## src/rtl/sram_scheduler_pkg.sv

```systemverilog
// Shared window/phase encodings and the owner type for the SRAM time-slot scheduler.
// The grant rule per window lives here so the top and any checker agree on it.
package sram_scheduler_pkg;

  localparam logic [1:0] WIN_VID0 = 2'd0;
  localparam logic [1:0] WIN_VID1 = 2'd1;
  localparam logic [1:0] WIN_CPU  = 2'd2;
  localparam logic [1:0] WIN_HOST = 2'd3;

  localparam logic [1:0] P_ADDR  = 2'd0;
  localparam logic [1:0] P_WE1   = 2'd1;
  localparam logic [1:0] P_WE2   = 2'd2;
  localparam logic [1:0] P_LATCH = 2'd3;

  typedef enum logic [1:0] {
    OWN_VID  = 2'd0,
    OWN_CPU  = 2'd1,
    OWN_HOST = 2'd2,
    OWN_IDLE = 2'd3
  } own_e;

  // cpu_ok/host_ok are the requests already masked by any ack issued on this edge.
  function automatic own_e grant_owner(input logic [1:0] win,
                                       input logic       cpu_ok,
                                       input logic       host_ok);
    own_e own;
    own = OWN_IDLE;
    case (win)
      WIN_VID0, WIN_VID1: own = OWN_VID;
      WIN_CPU:  own = cpu_ok  ? OWN_CPU  : (host_ok ? OWN_HOST : OWN_IDLE);
      WIN_HOST: own = host_ok ? OWN_HOST : (cpu_ok  ? OWN_CPU  : OWN_IDLE);
      default:  own = OWN_IDLE;
    endcase
    return own;
  endfunction

endpackage

```

## src/rtl/sram_slot_timer.sv

```systemverilog
// 16-slot counter split into window (top 2 bits) and phase (bottom 2 bits).
// resync forces the next slot to 0; an edge ending P3 always completes normally.
module sram_slot_timer
  import sram_scheduler_pkg::*;
(
  input  logic       clk,
  input  logic       rst,
  input  logic       resync,
  output logic [1:0] win,
  output logic [1:0] next_win,
  output logic [1:0] next_phase,
  output logic       end_p3,
  output logic       abort
);

  logic [3:0] cnt_q;
  logic [3:0] cnt_d;

  always_comb begin
    cnt_d = resync ? 4'd0 : cnt_q + 4'd1;
  end

  always_ff @(posedge clk or posedge rst) begin
    if (rst) begin
      cnt_q <= 4'd0;
    end else begin
      cnt_q <= cnt_d;
    end
  end

  assign win        = cnt_q[3:2];
  assign next_win   = cnt_d[3:2];
  assign next_phase = cnt_d[1:0];
  assign end_p3     = (cnt_q[1:0] == P_LATCH);
  // resync in P3 is just an early wrap; anywhere else it kills the window in flight
  assign abort      = resync && (cnt_q[1:0] != P_LATCH);

endmodule

```

## src/rtl/sram_scheduler.sv

```systemverilog
// Time-slot scheduler for the single 8-bit SRAM: video in W0/W1, CPU and host in W2/W3.
// All pad-facing outputs are registered so rst can drop sram_we_n asynchronously.
module sram_scheduler
  import sram_scheduler_pkg::*;
#(
  parameter int                 ADDR_W    = 21,
  parameter logic [ADDR_W-17:0] VRAM_BASE = '0
) (
  input  logic              ck16,
  input  logic              rst,
  input  logic              resync,
  input  logic [15:0]       vid_addr,
  output logic [15:0]       vid_data,
  output logic              vid_strobe,
  input  logic              cpu_req,
  input  logic              cpu_we,
  input  logic [ADDR_W-1:0] cpu_addr,
  input  logic [7:0]        cpu_wdata,
  output logic [7:0]        cpu_rdata,
  output logic              cpu_ack,
  input  logic              host_req,
  input  logic [ADDR_W-1:0] host_addr,
  input  logic [7:0]        host_wdata,
  output logic              host_ack,
  output logic [ADDR_W-1:0] sram_addr,
  output logic [7:0]        sram_dout,
  output logic              sram_dout_oe,
  input  logic [7:0]        sram_din,
  output logic              sram_we_n
);

  logic [1:0] win;
  logic [1:0] next_win;
  logic [1:0] next_phase;
  logic       end_p3;
  logic       abort;

  sram_slot_timer u_timer (
    .clk        (ck16),
    .rst        (rst),
    .resync     (resync),
    .win        (win),
    .next_win   (next_win),
    .next_phase (next_phase),
    .end_p3     (end_p3),
    .abort      (abort)
  );

  logic vid_addr_unused;
  assign vid_addr_unused = vid_addr[0];

  own_e              owner_q, owner_d;
  logic              wr_q, wr_d;
  logic [7:0]        wdata_q, wdata_d;
  logic [7:0]        vid_even_q, vid_even_d;
  logic              vid_even_valid_q, vid_even_valid_d;
  logic [15:0]       vid_data_q, vid_data_d;
  logic              vid_strobe_q, vid_strobe_d;
  logic [7:0]        cpu_rdata_q, cpu_rdata_d;
  logic              cpu_ack_q, cpu_ack_d;
  logic              host_ack_q, host_ack_d;
  logic [ADDR_W-1:0] sram_addr_q, sram_addr_d;
  logic [7:0]        sram_dout_q, sram_dout_d;
  logic              sram_dout_oe_q, sram_dout_oe_d;
  logic              sram_we_n_q, sram_we_n_d;

  logic cpu_acking;
  logic host_acking;

  // A requester whose ack goes out on this edge still has req high; keep it out of the next window.
  assign cpu_acking  = end_p3 && (owner_q == OWN_CPU);
  assign host_acking = end_p3 && (owner_q == OWN_HOST);

  always_comb begin
    owner_d          = owner_q;
    wr_d             = wr_q;
    wdata_d          = wdata_q;
    vid_even_d       = vid_even_q;
    vid_even_valid_d = vid_even_valid_q;
    vid_data_d       = vid_data_q;
    vid_strobe_d     = 1'b0;
    cpu_rdata_d      = cpu_rdata_q;
    cpu_ack_d        = 1'b0;
    host_ack_d       = 1'b0;
    sram_addr_d      = sram_addr_q;
    sram_dout_d      = sram_dout_q;
    sram_dout_oe_d   = sram_dout_oe_q;
    sram_we_n_d      = sram_we_n_q;

    case (next_phase)
      P_ADDR: begin
        owner_d        = grant_owner(next_win, cpu_req && !cpu_acking,
                                     host_req && !host_acking);
        sram_we_n_d    = 1'b1;
        sram_dout_oe_d = 1'b0;
        wr_d           = 1'b0;
        case (owner_d)
          OWN_VID: begin
            sram_addr_d = {VRAM_BASE, vid_addr[15:1], next_win[0]};
          end
          OWN_CPU: begin
            sram_addr_d = cpu_addr;
            wr_d        = cpu_we;
            wdata_d     = cpu_wdata;
          end
          OWN_HOST: begin
            sram_addr_d = host_addr;
            wr_d        = 1'b1;
            wdata_d     = host_wdata;
          end
          default: begin
            sram_addr_d = sram_addr_q;
          end
        endcase
      end
      P_WE1, P_WE2: begin
        if (wr_q) begin
          sram_we_n_d    = 1'b0;
          sram_dout_oe_d = 1'b1;
          sram_dout_d    = wdata_q;
        end
      end
      default: begin
        // P3: close the write strobe, keep data driven for hold time
        sram_we_n_d = 1'b1;
      end
    endcase

    if (abort) begin
      vid_even_valid_d = 1'b0;
    end

    if (end_p3) begin
      case (owner_q)
        OWN_VID: begin
          if (win == WIN_VID0) begin
            vid_even_d       = sram_din;
            vid_even_valid_d = 1'b1;
          end else if (vid_even_valid_q) begin
            vid_data_d       = {sram_din, vid_even_q};
            vid_strobe_d     = 1'b1;
            vid_even_valid_d = 1'b0;
          end
        end
        OWN_CPU: begin
          cpu_ack_d = 1'b1;
          if (!wr_q) begin
            cpu_rdata_d = sram_din;
          end
        end
        OWN_HOST: begin
          host_ack_d = 1'b1;
        end
        default: begin
        end
      endcase
    end
  end

  always_ff @(posedge ck16 or posedge rst) begin
    if (rst) begin
      owner_q          <= OWN_IDLE;
      wr_q             <= 1'b0;
      wdata_q          <= 8'd0;
      vid_even_q       <= 8'd0;
      vid_even_valid_q <= 1'b0;
      vid_data_q       <= 16'd0;
      vid_strobe_q     <= 1'b0;
      cpu_rdata_q      <= 8'd0;
      cpu_ack_q        <= 1'b0;
      host_ack_q       <= 1'b0;
      sram_addr_q      <= '0;
      sram_dout_q      <= 8'd0;
      sram_dout_oe_q   <= 1'b0;
      sram_we_n_q      <= 1'b1;
    end else begin
      owner_q          <= owner_d;
      wr_q             <= wr_d;
      wdata_q          <= wdata_d;
      vid_even_q       <= vid_even_d;
      vid_even_valid_q <= vid_even_valid_d;
      vid_data_q       <= vid_data_d;
      vid_strobe_q     <= vid_strobe_d;
      cpu_rdata_q      <= cpu_rdata_d;
      cpu_ack_q        <= cpu_ack_d;
      host_ack_q       <= host_ack_d;
      sram_addr_q      <= sram_addr_d;
      sram_dout_q      <= sram_dout_d;
      sram_dout_oe_q   <= sram_dout_oe_d;
      sram_we_n_q      <= sram_we_n_d;
    end
  end

  assign vid_data     = vid_data_q;
  assign vid_strobe   = vid_strobe_q;
  assign cpu_rdata    = cpu_rdata_q;
  assign cpu_ack      = cpu_ack_q;
  assign host_ack     = host_ack_q;
  assign sram_addr    = sram_addr_q;
  assign sram_dout    = sram_dout_q;
  assign sram_dout_oe = sram_dout_oe_q;
  assign sram_we_n    = sram_we_n_q;

endmodule

```

## config.mk

```make
export PLATFORM = sky130hd
export DESIGN_NAME = sram_scheduler
export DESIGN_NICKNAME = d
export VERILOG_FILES = /design/src/rtl/sram_scheduler_pkg.sv /design/src/rtl/sram_slot_timer.sv /design/src/rtl/sram_scheduler.sv
export SDC_FILE = /design/constraint.sdc
export NUM_CORES = 1
export LEC_CHECK = 0
export CELL_PAD_IN_SITES_DETAIL_PLACEMENT = 0
export CELL_PAD_IN_SITES_GLOBAL_PLACEMENT = 2
export CORE_ASPECT_RATIO = 0.5
export CORE_UTILIZATION = 29
export CTS_CLUSTER_SIZE = 20
export DETAILED_ROUTE_END_ITERATION = 10
export PLACE_DENSITY_LB_ADDON = 0.12
export SLEW_MARGIN = 20
export SYNTH_ARGS = -nofsm -noshare
export SYNTH_HDL_FRONTEND = slang
export SYNTH_SLANG_ARGS = --single-unit
```

## constraint.sdc

```tcl
create_clock -name ck16 -period 6.8 [get_ports ck16]
set_input_delay 1.02 -clock ck16 [delete_from_list [all_inputs] [get_ports ck16]]
set_output_delay 1.02 -clock ck16 [all_outputs]
set_load 0.05 [all_outputs]
```

### Word-level counts from Yosys, hierarchy flattened

Index checks and enable logic that the tools add are counted.

* add/sub/neg operators: 1
* eq/ne operators: 12
* multiplexer cells: 27
* bitwise gates (word level): 2
* reductions and logical operators: 24

Operator list (number)
* $pmux W21 S3: 1
* $mux W1: 17
* $pmux W8 S2: 1
* $eq A2 B2 Y1 const B: 6
* $logic_not A2 Y1: 5
* $eq A2 B1 Y1 const B: 4
* $mux W2: 4
* $reduce_and A2 Y1: 4
* $pmux W2 S3: 1
* $reduce_and A3 Y1: 2
* $logic_and A1 B1 Y1: 5
* $add A4 B1 Y4 const B: 1
* $mux W4: 1
* $ne A2 B2 Y1 const B: 2
* $pmux W1 S2: 2
* $reduce_and A4 Y1: 1
* $reduce_bool A2 Y1: 2
* $reduce_or A2 Y1: 2
* $reduce_bool A3 Y1: 1
* $logic_not A1 Y1: 2
* $not A1 Y1: 2

* flip-flop bits (word level): 82
* input port bits: 88
* output and inout port bits: 58
* logic and storage cells: 81

### Logic depth before layout (Yosys ltp)

Gate-level depths: netlist (run 1).

* word-level depth: 11
* mapped depth: 11
* mapped depth without buffers: 10

### Hierarchy

Synthesis (run 1) repeated with hierarchy kept, for this count alone.

* cells, all modules: 307
* area total of the unflattened synthesis: 3709.8 um^2

By module, submodules not included
* sram_scheduler: times used 1, cells each 290, area an instance 3513.4 um^2, seq. area each 1955.6 um^2
* sram_slot_timer: times used 1, cells each 17, area an instance 196.4 um^2, seq. area each 100.1 um^2

### Worst setup path after synthesis (run 1)

No wires, ideal clock.

* kind: input to register
* start point: input port cpu_req
* end point: register wdata_q[7]
* setup time: 136 ps
* data arrival time: 2802 ps
* data required time: 6664 ps
* setup slack: 3862 ps
* cell stages on the path: 9
* buffers on the path: 2
* cell sequence: a21boi_0 -> o32ai_1 -> a2111oi_4 -> inv_1 -> ha_1 -> clkbuf_1 -> nand2b_1 -> clkbuf_1 -> o21ai_0

* longest elaborated chain between the ends: 8
* elaborated cells on any way between the ends: 11
* those cells by class: eq/ne: 2; mux: 6; reduce/logical: 3

Ends and longest elaborated chain
* from (decl): RTL line sram_scheduler.sv:15 `input logic cpu_req,`
* $logic_and A1 B1 Y1 (*): RTL line sram_scheduler.sv:92 `owner_d = grant_owner(next_win, cpu_req && !cpu_acking,`
* $mux W2 (2 in series): RTL line sram_scheduler_pkg.sv:31 `WIN_HOST: own = host_ok ? OWN_HOST : (cpu_ok ? OWN_CPU : OWN_IDLE);`
* $pmux W2 S3 (*): RTL line sram_scheduler_pkg.sv:28 `case (win)`
* $mux W2 (*): RTL line sram_scheduler.sv:90 `case (next_phase)`
* $eq A2 B2 Y1 / $eq A2 B1 Y1 (equally long branches): RTL line sram_scheduler.sv:97 `case (owner_d)`
* $reduce_bool A2 Y1 (no line)
* $reduce_and A2 Y1 (no line)
* to (signal assigned): RTL line sram_scheduler.sv:179 `wdata_q <= wdata_d;`
* to (decl): RTL line sram_scheduler.sv:54 `logic [7:0] wdata_q, wdata_d;`

Mark *: on every way between the ends. The rest lies on a longest branch, timed or not. The select of a mux whose other input is x is not followed.
A chain may end at the register's enable or synchronous reset.

### Worst setup path in the final report (run 1)

* start point: input port cpu_req
* end point: register wdata_q[1]

The elaborated chain is that of the path after synthesis.

==> metrics.txt, run 1 <==
Final Setup Violations 0; metal3 WL 715 um; initial DRC count 131; metal2 WL 4020 um; drt total wl 9070 um; ANT cells 0; Net count, final 550; share of layout cells above drive strength 1 0.154; first-pass GRT wire length 14800 um; total grt overflow 0; Chip Height 81.5 um; reg-to-reg slack, setup 3.39 ns; Final Cell Area 5610 um^2; vias in the first global route 2835; DP Area 5260 um^2; Hold/Removal Path Class flip-flop to flip-flop; P&R area growth vs syn 53.0%; # Post-CTS Setup Buffers 0; vias 2840; post-synthesis sequential area ratio 0.561; Tmin final 3.86 ns; Vias/cell 4.53; clock-pin transition on the worst setup and hold timing paths 0.06 ns; H-Tree Depth 3; Total Routing Usage GR 0.148; PortBufs 144; Total Die Area 13100 um^2; final core utilization 0.466; Routed Antenna Nets 0; worst-path fanout max 34; Placer Congestion 0.775; starting density of the core 0.304; Synth cell types 38; hold path startpoint wdata_q[7]; startpoint types input port; CP endpoint kind flip-flop; Final Slew Violations 0; Crit Reg-Reg Startpoint u_timer.cnt_q[0]; largest net degree at the start of global routing 83; Yosys reg bits 82; leakage 2.37 nW; detailed placer's ending HPWL 6610 um; M1 WL 4280 um; Worst Hold End wdata_q[7]; Synth Warn # 0; CTS Root Cell clkbuf_16; CTS tree done; RSZ-0062 raised after global routing no; Post-synth EDFFs 0; Register-to-Register Path Depth 8; Worst Tran Pin Value 0.987 ns; io pins 146; PostCTS Resize Cnt 0; Setup CP Type input port to flip-flop; worst reg2reg path endpoint wdata_q[1]; ys async rst share 1.00; Clock Skew 0.00673 ns; Mapped Cells 316; core box area 12100 um^2; clock sink count 82; later-pin clock latency in the skew report 0.33 ns; antenna violations before repair 0; Peak Freq 259 MHz; syn_nets 409; max layer used met4; drt first pass iters 4; synthesized cell area 3670 um^2; CTS Buffer Depth 2; max cap viols 0; Worst EP required 6.98 ns; DRC violations left 0; Final Hold Vio Count 0; Peak VDD IR 0.000121 V; setup TNS 0 ns; status completed; Avg WL per Cell 14.5 um; period utilization 0.567; Critical Path AT 4.04 ns; hold path depth 2; Hold Buf Count CTS 0; headroom to the max-slew limit 0.342; power density cells 245 nW/um^2; TritonCTS Buffers 9; syn_area_per_cell 11.6 um^2; Most used DFF post-synth dfrtp_1; die width 161 um; Site Rows 28
[logic make-up after synthesis]
| group | count (synthesis) | share of synthesized area |
|---|---|---|
| adder cells (fa/ha/maj) | 5 | 0.0171 |
| AO/OA/AOI/OAI | 81 | 0.137 |
| buffers and inverters | 26 | 0.0300 |
| multiplexers | 50 | 0.159 |
| flip-flops | 82 | 0.561 |
| AND/OR/NAND/NOR | 71 | 0.0938 |
| XOR/XNOR | 1 | 0.00239 |
[per-stage QoR]
stage          setup slack [ns]  std cells  hold WS (ns)  power [W]
5_1_grt                    2.55        627         0.508    0.00144
4_1_cts                    2.87        627         0.481    0.00140
3_5_place_dp               2.53        611         0.467   0.000835
3_3_place_gp               2.60        611         0.459   0.000829
6_report                   2.94        627         0.475    0.00137
2_1_floorplan              3.68        316         0.446   0.000716
[Yosys cell counts, types with 2 or more instances]
cell type   n  area share
a21oi_1    18       0.025
a22oi_1    21       0.043
clkbuf_1   13       0.013
dfrtp_1    79        0.54
dfstp_2     3       0.021
ha_1        5       0.017
inv_1       9      0.0092
mux2_2     34        0.10
mux2_4      8       0.033
mux2i_1     8       0.022
nand2_1    34       0.035
nand2b_1    5      0.0085
nor2_1     18       0.018
nor2b_1     3      0.0051
o21ai_0    33       0.045
o2bb2ai_1   2      0.0048
or2_2       2      0.0034
[cell usage in the layout, fill, tap and decap left out, types with 2 or more instances in the layout]
master and count:
a22oi_1 21, nand2b_1 5, clkbuf_16 9, nor2_1 18, bufinv_16 3, mux2_2 34, a21oi_1 18, or2_2 2
buf_4 2, mux2i_1 8, clkdlybuf4s50_1 144, o21ai_0 33, nor2b_1 3, dfrtp_1 79, clkinv_4 2, o2bb2ai_1 2
ha_1 5, dfstp_2 3, inv_1 8, mux2_4 8, nand2_1 34
[state kept, by name, summed over array words and instances, names as in the netlist]
name	count
cpu_ack	1
cpu_rdata	8
host_ack	1
owner_q	2
sram_addr	21
sram_dout	8
sram_dout_oe	1
sram_we_n	1
u_timer.cnt_q	4
vid_data	16
vid_even_q	8
vid_even_valid_q	1
vid_strobe	1
wdata_q	8
wr_q	1
[worst max-delay path by stage]
| stage | from | end | slack, ns | cells after the start |
|---|---|---|---|---|
| finish | cpu_req | wdata_q[1] | 2.94 | 8 |
| global route | cpu_req | wdata_q[5] | 2.55 | 8 |
| CTS | cpu_req | wdata_q[1] | 2.87 | 8 |
| detailed placement | cpu_req | wdata_q[1] | 2.53 | 8 |
| global placement | cpu_req | wdata_q[1] | 2.60 | 8 |
| floorplan | rst | cpu_ack | 3.68 | 1 |
[metal layers]
layer	track usage	up-vias
met2	0.232	105
met4	0.0368	0
met1	0.190	1333
met5	0	-
li1	-	1397
met3	0.0601	5
[critical path, cell delays in order]
cell	delay (ns)
clkdlybuf4s50_1	0.49
a21boi_0	0.18
o32ai_1	0.14
a2111oi_4	0.43
inv_1	0.09
ha_1	0.95
nand2b_1	0.54
o21ai_0	0.19
[final cells by class]
type                    instances  area, um^2
fillers                      1125        6440
flip-flops and latches         82        2060
multi-input cells             208        1500
clock inverters                 6         115
repair buffers                147        1470
clock buffers                  10         229
inverters                       9        35.0
well taps                     165         206
[report_power, final]
part | total, W | internal, W | switching, W
Combinational | 0.000259 | 0.000123 | 0.000136
Sequential | 0.000565 | 0.000538 | 0.0000272
Clock | 0.000550 | 0.000360 | 0.000190
No activity file was read; power rests on OpenSTA's default activity.
==> run 2, diff against run 1 <==
--- a/config.mk
+++ b/config.mk
@@ -8,7 +8,7 @@
 export CELL_PAD_IN_SITES_DETAIL_PLACEMENT = 0
 export CELL_PAD_IN_SITES_GLOBAL_PLACEMENT = 2
 export CORE_ASPECT_RATIO = 0.5
-export CORE_UTILIZATION = 29
+export CORE_UTILIZATION = 26
 export CTS_CLUSTER_SIZE = 20
 export DETAILED_ROUTE_END_ITERATION = 10
 export PLACE_DENSITY_LB_ADDON = 0.12
==> constraint.sdc (replaced) <==
create_clock -name ck16 -period 3.64 [get_ports ck16]
set_input_delay 0.546 -clock ck16 [delete_from_list [all_inputs] [get_ports ck16]]
set_output_delay 0.546 -clock ck16 [all_outputs]
set_load 0.05 [all_outputs]
==> run 2 against run 1 <==
Compared with the run above: combinational power increased by 88%; cell count increased by 4.9%; via count increased by 1.5%; register-to-register slack got worse by 2.6 ns; first-iteration DRC count increased by 2.3%; global-route usage decreased by 0.84 points; utilization decreased by 5.4 points; critical path depth increased by 1; critical endpoint is now wdata_q[2]; largest cell class unchanged; highest routed layer unchanged.
==> metrics.txt, run 2 (synthesis gave the netlist of run 1 again) <==
drt first pass iters 4; max cap viols 0; Tmin final 2.85 ns; vias 2883; Critical Path Source u_timer.cnt_q[0]; Switching Share 0.275; headroom to the max-slew limit 0.445; TritonCTS Buffers 9; Final Hold Vio Count 0; Final Setup Violations 0; H-Tree Depth 3; ANT cells 0; Total Power 0.00245 W; commonest non-fill, non-tap cells in the layout clkdlybuf4s50_1 (144), dfrtp_1 (79), mux2_2 (34), nand2_1 (34), o21ai_0 (33); Storage cell area 2060 um^2; worst reg2reg path endpoint wdata_q[2]; period utilization 0.784; Flop pwr share 0.430; PortBufs 144; leakage 2.36 nW; Clock Skew 0.00675 ns; Internal Power 0.00177 W; Setup CP Type flip-flop to flip-flop; most common library cell in the layout ignoring fill and taps clkdlybuf4s50_1; Total Die Area 14600 um^2; clock-pin transition on the worst setup and hold timing paths 0.06 ns; Placer Congestion 0.721; CTS tree done; clock sink count 82; FILL cells 1349; Site Rows 30; Comb power frac 0.199; vias in the first global route 2997; startpoint types flip-flop; number of buffers and inverters on the critical path 0; Hold Buf Count CTS 0; Worst EP required 3.82 ns; DRC violations left 0; NetSw 0.000674 W; Peak VDD IR 0.000249 V; total grt overflow 0; Critical Path AT 3.04 ns; Final Slew Violations 0; Peak Freq 350 MHz; Net count, final 554; CP endpoint kind flip-flop; Hold/Removal Path Class flip-flop to flip-flop; # Post-CTS Setup Buffers 0; setup TNS 0 ns; share of layout cells above drive strength 1 0.159; Clk pwr share 0.370; Worst Tran Pin Value 0.830 ns; worst-path fanout max 17; CTS Root Cell clkbuf_16; Vias/cell 4.38; critical path cell sequence ha_1, or2b_1, o21ai_1, a31oi_1, nor3_1, ha_1, nand2b_1, nand2_1, o21ai_0; detailed placer's ending HPWL 7050 um; first-pass GRT wire length 15700 um; largest net degree at the start of global routing 47; worst setup margin 0.785 ns; RSZ-0062 raised after global routing no; Total Routing Usage GR 0.139; antenna violations before repair 0; Top delay family on crit path simple AND/OR/NAND/NOR gates; power density cells 435 nW/um^2; Largest stage delay, worst path 0.40 ns; Routed Antenna Nets 0; max reg flops 21; final core utilization 0.412; later-pin clock latency in the skew report 0.33 ns; Register-to-Register Path Depth 9; initial DRC count 134; Levels on crit path 9; CTS Buffer Depth 2; slowest CP cell nand2b_1; Crit Reg-Reg Startpoint u_timer.cnt_q[0]; die width 170 um; area occupied by multi-input gates 1500 um^2; P&R area growth vs syn 53.3%; Avg WL per Cell 14.3 um; reg-to-reg slack, setup 0.79 ns; PostCTS Resize Cnt 0; drt total wl 9410 um; starting density of the core 0.268; io pins 146; status completed; Crit path top cell by count ha_1; crit path to wdata_q[2]; Setup WS pre-CTS 0.531 ns; Chip Height 86.0 um; core box area 13700 um^2
-- run 2: tightest hold or removal path, stage by stage, from the launching register on --
cell	delay, ns
dfrtp_1	0.34
nand2_1	0.04
o21ai_0	0.06
-- run 2: per-stage QoR --
step,hold slack [ns],std cells,cell area (um^2)
final,0.474,658,5620
after global routing,0.498,658,5620
after CTS,0.481,658,5620
after detailed placement,0.467,642,5330
after global placement,0.464,642,5330
after floorplan,0.446,316,3670
-- run 2: area by class of cell --
class                      instances  area share
sequential                        82       0.366
multi-input combinational        208       0.267
timing repair buffer             151       0.266
tap                              192      0.0427
clock buffer                      11      0.0414
clock inverter                     5      0.0113
inverter                           9     0.00623
-- run 2: worst min-delay path by stage --
stage | start | to | slack (ns) | cells after the start
global placement | sram_addr[10] | sram_addr[10] | 0.46 | 2
CTS | wdata_q[4] | wdata_q[4] | 0.48 | 2
global route | sram_addr[5] | sram_addr[5] | 0.50 | 2
floorplan | wdata_q[0] | wdata_q[0] | 0.45 | 2
finish | wdata_q[7] | wdata_q[7] | 0.47 | 2
detailed placement | wdata_q[4] | wdata_q[4] | 0.47 | 2
-- run 2: routing by layer --
metal / GRT usage / vias to the layer above / wire length [um]
li1: - / 1402 / -
met5: 0 / - / 0
met4: 0.0369 / 0 / 59
met3: 0.0485 / 7 / 611
met2: 0.227 / 90 / 4340
met1: 0.176 / 1384 / 4400
-- run 2: power groups by stage --
| stage | clock (W) | sequential, W | combinational, W |
|---|---|---|---|
| after floorplan | 0 | 0.00119 | 0.000148 |
| after global placement | 0 | 0.00106 | 0.000489 |
| after detailed placement | 0 | 0.00107 | 0.000492 |
| after CTS | 0.000937 | 0.00105 | 0.000495 |
| after global routing | 0.000985 | 0.00107 | 0.000529 |
| final | 0.000906 | 0.00105 | 0.000488 |
==> run 3, diff against run 2 <==
==> constraint.sdc (replaced) <==
create_clock -name ck16 -period 2.8 [get_ports ck16]
set_input_delay 0.42 -clock ck16 [delete_from_list [all_inputs] [get_ports ck16]]
set_output_delay 0.42 -clock ck16 [all_outputs]
set_load 0.05 [all_outputs]
==> run 3 against run 2 <==
Compared with the run above: via count grew 1.1%; flip-flop and latch count is the same; clock skew is essentially flat; global-route usage shrank 0.18 points; sequential share of layout area shrank 0.67 points; critical path type unchanged; largest cell class unchanged; largest power group unchanged.
==> metrics.txt, run 3 (synthesis gave the netlist of run 1 again) <==
Avg WL per Cell 14.2 um; Peak VDD IR 0.000296 V; die width 170 um; max reg flops 21; PortBufs 144; starting density of the core 0.268; ANT cells 0; CP endpoint kind flip-flop; Worst EP required 3.01 ns; drt first pass iters 4; Top delay family on crit path compound AO/OA/AOI/OAI gates; largest net degree at the start of global routing 54; max cap viols 0; vias in the first global route 2989; Site Rows 30; Tmin final 2.53 ns; Final Slew Violations 0; RSZ-0062 raised after global routing no; first-pass GRT wire length 15400 um; Total Die Area 14600 um^2; drt total wl 9440 um; clock sink count 82; core box area 13700 um^2; Vias/cell 4.40; Routed Antenna Nets 0; antenna violations before repair 0; Peak Freq 395 MHz; headroom to the max-slew limit 0.626; H-Tree Depth 3; # Post-CTS Setup Buffers 0; critical path cell sequence ha_1, a21boi_0, o32ai_1, a2111oi_4, inv_1, ha_1, buf_12, a22oi_1, nor2_1, a21oi_1, o21ai_0; Register-to-Register Path Depth 11; P&R area growth vs syn 56.2%; most common library cell in the layout ignoring fill and taps clkdlybuf4s50_1; setup TNS 0 ns; number of buffers and inverters on the critical path 2; FILL cells 1304; slowest CP cell a2111oi_4; power density cells 551 nW/um^2; Placer Congestion 0.739; CTS tree done; Setup CP Type flip-flop to flip-flop; share of layout cells above drive strength 1 0.174; CTS Buffer Depth 2; period utilization 0.904; Net count, final 560; status completed; Chip Height 86.0 um; Crit path top cell by count ha_1; Final Cell Area 5730 um^2; later-pin clock latency in the skew report 0.33 ns; commonest non-fill, non-tap cells in the layout clkdlybuf4s50_1 (144), dfrtp_1 (79), mux2_2 (34), nand2_1 (34), o21ai_0 (33); leakage 2.42 nW; initial DRC count 116; PostCTS Resize Cnt 1; Hold Slack 0.437 ns; Total Routing Usage GR 0.138; Hold Buf Count CTS 0; Critical Path AT 2.74 ns; worst-path fanout max 16; DRC violations left 0; Final Setup Violations 0; Levels on crit path 11; vias 2916; Largest stage delay, worst path 0.45 ns; startpoint types flip-flop; TritonCTS Buffers 9; Worst Tran Pin Value 0.559 ns; io pins 146; total grt overflow 0; Hold/Removal Path Class input port to async pin; detailed placer's ending HPWL 7010 um; DP Area 5430 um^2; Clock Skew 0.00668 ns; clock-pin transition on the worst setup and hold timing paths 0.06 ns; Total Power 0.00315 W; Final Hold Vio Count 0; CTS Root Cell clkbuf_16
==> run 3: cell type report <==
class	count	area (um^2)	share of cell area
Clock buffer	10	229	0.0400
Clock inverter	5	56.3	0.00983
Tap cell	192	240	0.0419
Sequential cell	82	2060	0.359
Multi-Input combinational cell	208	1510	0.264
Timing Repair Buffer	157	1600	0.280
Inverter	9	35.0	0.00612
==> run 3: report_power, final <==
group          switching, W  internal (W)
clock network      0.000458      0.000684
registers         0.0000658       0.00131
logic              0.000334      0.000307
==> run 3: metal layers <==
metal | share of wire | up-vias | track usage
met4 | 0.010 | 0 | 0.0426
li1 | - | 1421 | -
met3 | 0.071 | 9 | 0.0480
met2 | 0.48 | 104 | 0.234
met5 | 0 | - | 0
met1 | 0.44 | 1382 | 0.164
==> run 3: worst reg2reg max path: stages (launching register included) <==
cell	delay, ns
dfrtp_1	0.40
ha_1	0.27
a21boi_0	0.18
o32ai_1	0.14
a2111oi_4	0.45
inv_1	0.08
ha_1	0.25
buf_12	0.16
a22oi_1	0.18
nor2_1	0.06
a21oi_1	0.13
o21ai_0	0.10
==> run 3: path summary, 6_finish.rpt <==
check | from | endpoint | slack, ns
max reg2reg | u_timer.cnt_q[0] | sram_addr[9] | 0.27
min in group ck16 | wdata_q[7] | wdata_q[7] | 0.47
max in group asynchronous | rst | owner_q[0] | 1.64
max | u_timer.cnt_q[0] | sram_addr[9] | 0.27
min reg2reg | wdata_q[7] | wdata_q[7] | 0.47
min | rst | cpu_rdata[1] | 0.44
==> run 3: per-stage QoR <==
| stage | utilization | worst slack [ns] | cells |
|---|---|---|---|
| after floorplan | - | 0.193 | 316 |
| after global placement | 0.398 | 0.0617 | 648 |
| after detailed placement | 0.398 | -0.0396 | 648 |
| after CTS | 0.419 | 0.0975 | 663 |
| after global routing | 0.419 | 0.0232 | 663 |
| final | 0.419 | 0.270 | 663 |
